File: src/rtl/conv_sched.sv
// Convolution-stage scheduler: admits one frame, replays it once per filter,
// tags recycler windows with filter/window indices and prefetches weight sets.
module conv_sched #(
  parameter int FRAME_LEN   = 50,
  parameter int NUM_FILTERS = 8,
  parameter int FILTER_LEN  = 3,
  localparam int WINDOWS    = FRAME_LEN - FILTER_LEN + 1,
  localparam int FBW        = (NUM_FILTERS > 1) ? $clog2(NUM_FILTERS) : 1,
  localparam int WBW        = (WINDOWS > 1) ? $clog2(WINDOWS) : 1
) (
  input  logic           clk_i,
  input  logic           rst_n_i,
  input  logic           in_valid_i,
  input  logic           in_last_i,
  output logic           in_ready_o,
  output logic           rcy_valid_o,
  output logic           rcy_last_o,
  input  logic           rcy_win_valid_i,
  output logic           wt_rd_en_o,
  output logic [FBW-1:0] wt_addr_o,
  output logic           win_valid_o,
  output logic [FBW-1:0] filter_idx_o,
  output logic [WBW-1:0] win_idx_o,
  output logic           filter_last_o,
  output logic           last_o,
  output logic           busy_o,
  output logic [1:0]     err_o
);

  localparam int EBW = $clog2(FRAME_LEN + 1);
  localparam logic [FBW-1:0] FILT_MAX = FBW'(NUM_FILTERS - 1);
  localparam logic [WBW-1:0] WIN_MAX  = WBW'(WINDOWS - 1);
  localparam logic [EBW-1:0] ELEM_MAX = EBW'(FRAME_LEN);

  typedef enum logic [1:0] {S_IDLE = 2'd0, S_LOAD = 2'd1, S_PROCESS = 2'd2} state_t;

  state_t         state_q, state_d;
  logic [EBW-1:0] elem_q, elem_d;
  logic [WBW-1:0] win_q, win_d;
  logic [FBW-1:0] filt_q, filt_d;
  logic [1:0]     err_q, err_d;
  logic           wt_en_q, wt_en_d;
  logic [FBW-1:0] wt_addr_q, wt_addr_d;
  logic           tag_v_q, tag_v_d;
  logic [FBW-1:0] fidx_q, fidx_d;
  logic [WBW-1:0] widx_q, widx_d;
  logic           flast_q, flast_d;
  logic           last_q, last_d;
  logic           busy_q, busy_d;

  assign in_ready_o    = (state_q != S_PROCESS);
  assign rcy_valid_o   = in_valid_i & in_ready_o;
  assign rcy_last_o    = in_valid_i & in_ready_o & in_last_i;
  assign wt_rd_en_o    = wt_en_q;
  assign wt_addr_o     = wt_addr_q;
  assign win_valid_o   = tag_v_q;
  assign filter_idx_o  = fidx_q;
  assign win_idx_o     = widx_q;
  assign filter_last_o = flast_q;
  assign last_o        = last_q;
  assign busy_o        = busy_q;
  assign err_o         = err_q;

  // Next-state, counter, tag and prefetch logic
  always_comb begin
    state_d   = state_q;
    elem_d    = elem_q;
    win_d     = win_q;
    filt_d    = filt_q;
    err_d     = err_q;
    wt_en_d   = 1'b0;
    wt_addr_d = wt_addr_q;
    tag_v_d   = 1'b0;
    fidx_d    = fidx_q;
    widx_d    = widx_q;
    flast_d   = 1'b0;
    last_d    = 1'b0;
    case (state_q)
      S_IDLE: begin
        if (rcy_win_valid_i) begin
          err_d[1] = 1'b1;
        end else begin
          err_d[1] = err_q[1];
        end
        if (in_valid_i && in_last_i) begin
          state_d   = S_PROCESS;
          err_d[0]  = 1'b1;
          elem_d    = '0;
          wt_en_d   = 1'b1;
          wt_addr_d = '0;
        end else if (in_valid_i) begin
          state_d = S_LOAD;
          elem_d  = EBW'(1);
        end else begin
          state_d = S_IDLE;
        end
      end
      S_LOAD: begin
        if (rcy_win_valid_i) begin
          err_d[1] = 1'b1;
        end else begin
          err_d[1] = err_q[1];
        end
        // A saturated count never equals FRAME_LEN-1, so over-long frames flag too
        if (in_valid_i && in_last_i) begin
          state_d   = S_PROCESS;
          err_d[0]  = err_q[0] | (elem_q != (ELEM_MAX - EBW'(1)));
          elem_d    = '0;
          wt_en_d   = 1'b1;
          wt_addr_d = '0;
        end else if (in_valid_i) begin
          elem_d = (elem_q == ELEM_MAX) ? ELEM_MAX : (elem_q + EBW'(1));
        end else begin
          elem_d = elem_q;
        end
      end
      S_PROCESS: begin
        if (rcy_win_valid_i) begin
          tag_v_d = 1'b1;
          fidx_d  = filt_q;
          widx_d  = win_q;
          if (win_q == WIN_MAX) begin
            flast_d = 1'b1;
            win_d   = '0;
            if (filt_q == FILT_MAX) begin
              last_d  = 1'b1;
              filt_d  = '0;
              state_d = S_IDLE;
            end else begin
              filt_d    = filt_q + FBW'(1);
              wt_en_d   = 1'b1;
              wt_addr_d = filt_q + FBW'(1);
            end
          end else begin
            win_d = win_q + WBW'(1);
          end
        end else begin
          win_d = win_q;
        end
      end
      default: begin
        state_d = S_IDLE;
      end
    endcase
    busy_d = (state_d != S_IDLE);
  end

  // State and registered-output update with synchronous active-low reset
  always_ff @(posedge clk_i) begin
    if (!rst_n_i) begin
      state_q   <= S_IDLE;
      elem_q    <= '0;
      win_q     <= '0;
      filt_q    <= '0;
      err_q     <= 2'b00;
      wt_en_q   <= 1'b0;
      wt_addr_q <= '0;
      tag_v_q   <= 1'b0;
      fidx_q    <= '0;
      widx_q    <= '0;
      flast_q   <= 1'b0;
      last_q    <= 1'b0;
      busy_q    <= 1'b0;
    end else begin
      state_q   <= state_d;
      elem_q    <= elem_d;
      win_q     <= win_d;
      filt_q    <= filt_d;
      err_q     <= err_d;
      wt_en_q   <= wt_en_d;
      wt_addr_q <= wt_addr_d;
      tag_v_q   <= tag_v_d;
      fidx_q    <= fidx_d;
      widx_q    <= widx_d;
      flast_q   <= flast_d;
      last_q    <= last_d;
      busy_q    <= busy_d;
    end
  end

endmodule
File: config.mk
export PLATFORM = sky130hd
export DESIGN_NAME = conv_sched
export DESIGN_NICKNAME = d
export VERILOG_FILES = /design/src/rtl/conv_sched.sv
export SDC_FILE = /design/constraint.sdc
export NUM_CORES = 1
export LEC_CHECK = 0
export BUFFER_PORTS_ARGS = -buffer_cell sky130_fd_sc_hd__buf_2
export CORE_MARGIN = 4
export CORE_UTILIZATION = 49
export DETAILED_ROUTE_END_ITERATION = 8
export GPL_TIMING_DRIVEN = 1
export PLACE_DENSITY = 0.77
export SYNTH_ARGS = -nofsm -noshare
export SYNTH_HDL_FRONTEND = slang
export SYNTH_SLANG_ARGS = --single-unit
File: constraint.sdc
create_clock -name clk_i -period 1.3 [get_ports clk_i]
set_input_delay 0.325 -clock clk_i [delete_from_list [all_inputs] [get_ports clk_i]]
set_output_delay 0.325 -clock clk_i [all_outputs]
set_load 0.005 [all_outputs]
==> flow_summary.json <==
{
  "run_status": "finished with violations",
  "failed_checks": "setup timing",
  "via_count": 1524,
  "global_route_usage_over_all_layers_pct": 20.60,
  "period_share_pct": 115.7,
  "synth_largest_area_cell": "dfxtp_1",
  "routed_via_density": 5.482,
  "synth_warnings": 0,
  "timing.max_cap.violations": 0,
  "power.share.switching_pct": 25.38,
  "routabilityCongestion": 0.8941,
  "nets_final": 244,
  "firstDrtPassIters": 4,
  "coreArea_mm2": 0.003103,
  "postSynth.topFlopCell": "dfxtp_1",
  "syn_to_final_growth_pct": 37.68,
  "cellLeakagePower_nw": 0.9266,
  "initial_core_util_pct": 51.69,
  "row_count": 20,
  "dieWidth_um": 65.22,
  "post-route-cell-area_mm2": 0.002208,
  "clock_latency_ns": 0.35,
  "number_of_enable_type_register_cells_in_the_synthesized_netlist": 0,
  "cts-root-buf": "clkbuf_4",
  "vdd_drop_max_mv": 0.7550,
  "cts.sink_count": 36,
  "synth_seq_area_share_pct": 44.93,
  "setup_ws_ns": -0.2047,
  "post-route-drc-count": 0,
  "synth.avg_cell_area_um2": 9.114,
  "timing.final.crit_period_ns": 1.505,
  "p_sw_w": 0.0005106,
  "ys_top_cells_by_count": "dfxtp_1, nand2_1, a21boi_0",
  "pin_count": 27,
  "report.final.setup_viol": 17,
  "mappedNetlistArea_mm2": 0.001604,
  "detailedPlacementHpwl_mm": 2.684,
  "diodes": 0,
  "vias_in_the_first_global_route": 1531,
  "floorplan.die_area_mm2": 0.004253,
  "timing.final.max_slew_violations": 0,
  "fillerInstances": 258,
  "post_route_cells_drive_above_1_share_pct": 42.31,
  "hold_viol": 0,
  "synth_area_leaders": "dfxtp_1, nand2_1, a21boi_0",
  "cts_made_buffers": 5,
  "critPathLaunchType": "register",
  "finalPower_w": 0.002011,
  "clock_skew_ns": 0.006751,
  "powerDensity_mw_per_mm2": 910.8,
  "yosysTopAreaCellShare_pct": 44.93,
  "grt_setup_unrepaired": "yes",
  "largest_net_degree_at_the_start_of_global_routing": 38,
  "cts.clk_slew.worst_paths_ns": 0.10,
  "post_route_antenna_net_violation_count": 0,
  "cellInternalPower_w": 0.001501,
  "drt-initial-drc-count": 62,
  "cell_with_the_most_instances_after_synthesis": "dfxtp_1",
  "worstMarginPinSlew_ns": 0.3182,
  "yosys_register_bits": 36,
  "cts_tree": "built",
  "wl_mm": 4.143,
  "cts.path.max_buffers": 2,
  "seq_power_share_pct": 56.4,
  "route.detailed.wl_per_inst_um": 14.90,
  "endpoint_kind": "output port",
  "asyncSetResetFlopFracSynth_pct": 0,
  "clock_tree.htree_level_count": 2,
  "global_route_wire_length_before_repair_mm": 6.789,
  "fmax_ghz": 0.6646,
  "io_buffer_count": 26,
  "critPathRequiredTime_ns": 0.98,
  "share_clk_of_total_power_pct": 32.2,
  "post_synth_inst_count": 176,
  "die_y_um": 65.22,
  "grt-ovfl-total": 0,
  "arrival_ns": 1.18,
  "final.setup.tns_ns": -1.335,
  "dpl-instance-area_mm2": 0.001976,
  "worst_slew_margin_rel_pct": 78.79,
  "combPwrFrac_pct": 11.4,
  "syn-num-nets": 187,
  "dpl_worst_slack_ns": -0.2364,
  "hp-class": "input port to register",
  "worst-setup-path-type": "register to output port",
  "path_max_fanout": 4,
  "count_of_cell_types_in_the_netlist": 43,
  "grt_antenna_before_repair": 0
}
-- cells by family (layout without fill, tap and decap cells) --
| family | after synthesis | in the layout | synth area share [%] |
|---|---|---|---|
| multiplexers | 4 | 4 | 2.496 |
| AO/OA/AOI/OAI | 37 | 37 | 17.16 |
| AND/OR/NAND/NOR | 76 | 76 | 25.51 |
| adder cells (fa/ha/maj) | 6 | 6 | 4.680 |
| flip-flops | 36 | 36 | 44.93 |
| XOR/XNOR | 3 | 3 | 1.638 |
| buffers and inverters | 14 | 72 | 3.588 |
-- final timing paths --
path | start | end | depth (start not counted) | slack [ns]
worst max-delay path | state_q[0] | rcy_last_o | 4 | -0.20
worst min-delay path | rst_n_i | state_q[0] | 3 | 0.37
worst max register to register | state_q[1] | elem_q[2] | 4 | -0.17
worst min register to register | filter_idx_o[2] | filter_idx_o[2] | 2 | 0.47
-- flip-flops by register name, indices dropped and copies added, names as in the netlist --
name,cells
state_q,2
wt_rd_en_o,1
win_q,6
last_o,1
filter_last_o,1
win_idx_o,6
err_o,2
elem_q,6
filter_idx_o,3
filt_q,3
busy_o,1
wt_addr_o,3
win_valid_o,1
-- power groups by stage --
stage          clock (W)  combinational, W  sequential (W)
3_3_place_gp           0          0.000174         0.00116
5_1_grt         0.000726          0.000247         0.00114
6_report        0.000647          0.000230         0.00113
2_1_floorplan          0         0.0000993         0.00116
3_5_place_dp           0          0.000182         0.00116
4_1_cts         0.000661          0.000213         0.00113
-- area by class of cell --
type | count | area (um^2) | area share [%]
multi-input cells | 126 | 923.4 | 41.81
clock inverters | 1 | 7.507 | 0.3399
well taps | 44 | 55.05 | 2.493
repair buffers | 58 | 412.9 | 18.70
clock buffers | 7 | 55.05 | 2.493
flip-flops and latches | 36 | 732.0 | 33.14
inverters | 6 | 22.52 | 1.020
-- placed cells by master (no fill, tap or decap), types with 3 or more instances in the layout --
cell / Yosys / final
a21boi_0: 14 / 7
a21boi_1: 0 / 6
and2_1: 6 / 4
buf_2: 1 / 24
buf_4: 1 / 24
buf_6: 0 / 10
clkbuf_4: 0 / 5
dfxtp_1: 36 / 29
dfxtp_2: 0 / 6
ha_1: 6 / 3
inv_1: 6 / 4
mux2i_1: 4 / 4
nand2_1: 32 / 30
nand2b_1: 5 / 3
nand3_1: 3 / 3
nand4_1: 3 / 3
nor2_1: 6 / 6
nor2b_1: 4 / 4
nor3_1: 3 / 3
o21a_1: 4 / 4
-- timing repair --
| action | CTS | global route |
|---|---|---|
| pin swaps | 9 | 11 |
| buffers inserted | 4 | 2 |
| cloned | 0 | 0 |
| resized for setup | 21 | 23 |
| endpoints found under the setup margin | 19 | 30 |
| hold buffers | 0 | 0 |
-- metal layers --
| layer | GRT usage, % | wire length (um) | up-vias |
|---|---|---|---|
| met3 | 6.667 | 226 | 17 |
| li1 | - | - | 726 |
| met2 | 37.04 | 2069 | 44 |
| met1 | 22.17 | 1729 | 737 |
| met5 | 0 | 0 | - |
| met4 | 8.031 | 118 | 0 |
-- critical path: stages, from the launching register on --
cell	delay, ns
dfxtp_2	0.34
nand2b_4	0.14
buf_6	0.12
and2_4	0.13
buf_6	0.11
-- stage by stage --
step                      utilization (%)  hold WS (ns)  cells
after floorplan                         -        0.4577    176
after global placement              63.67        0.4428    266
after detailed placement            63.67        0.4582    266
after CTS                           69.44        0.3561    278
after global routing                71.17        0.3669    278
final                               71.17        0.3704    278
Note: power is estimated with default switching activity, not from simulation.
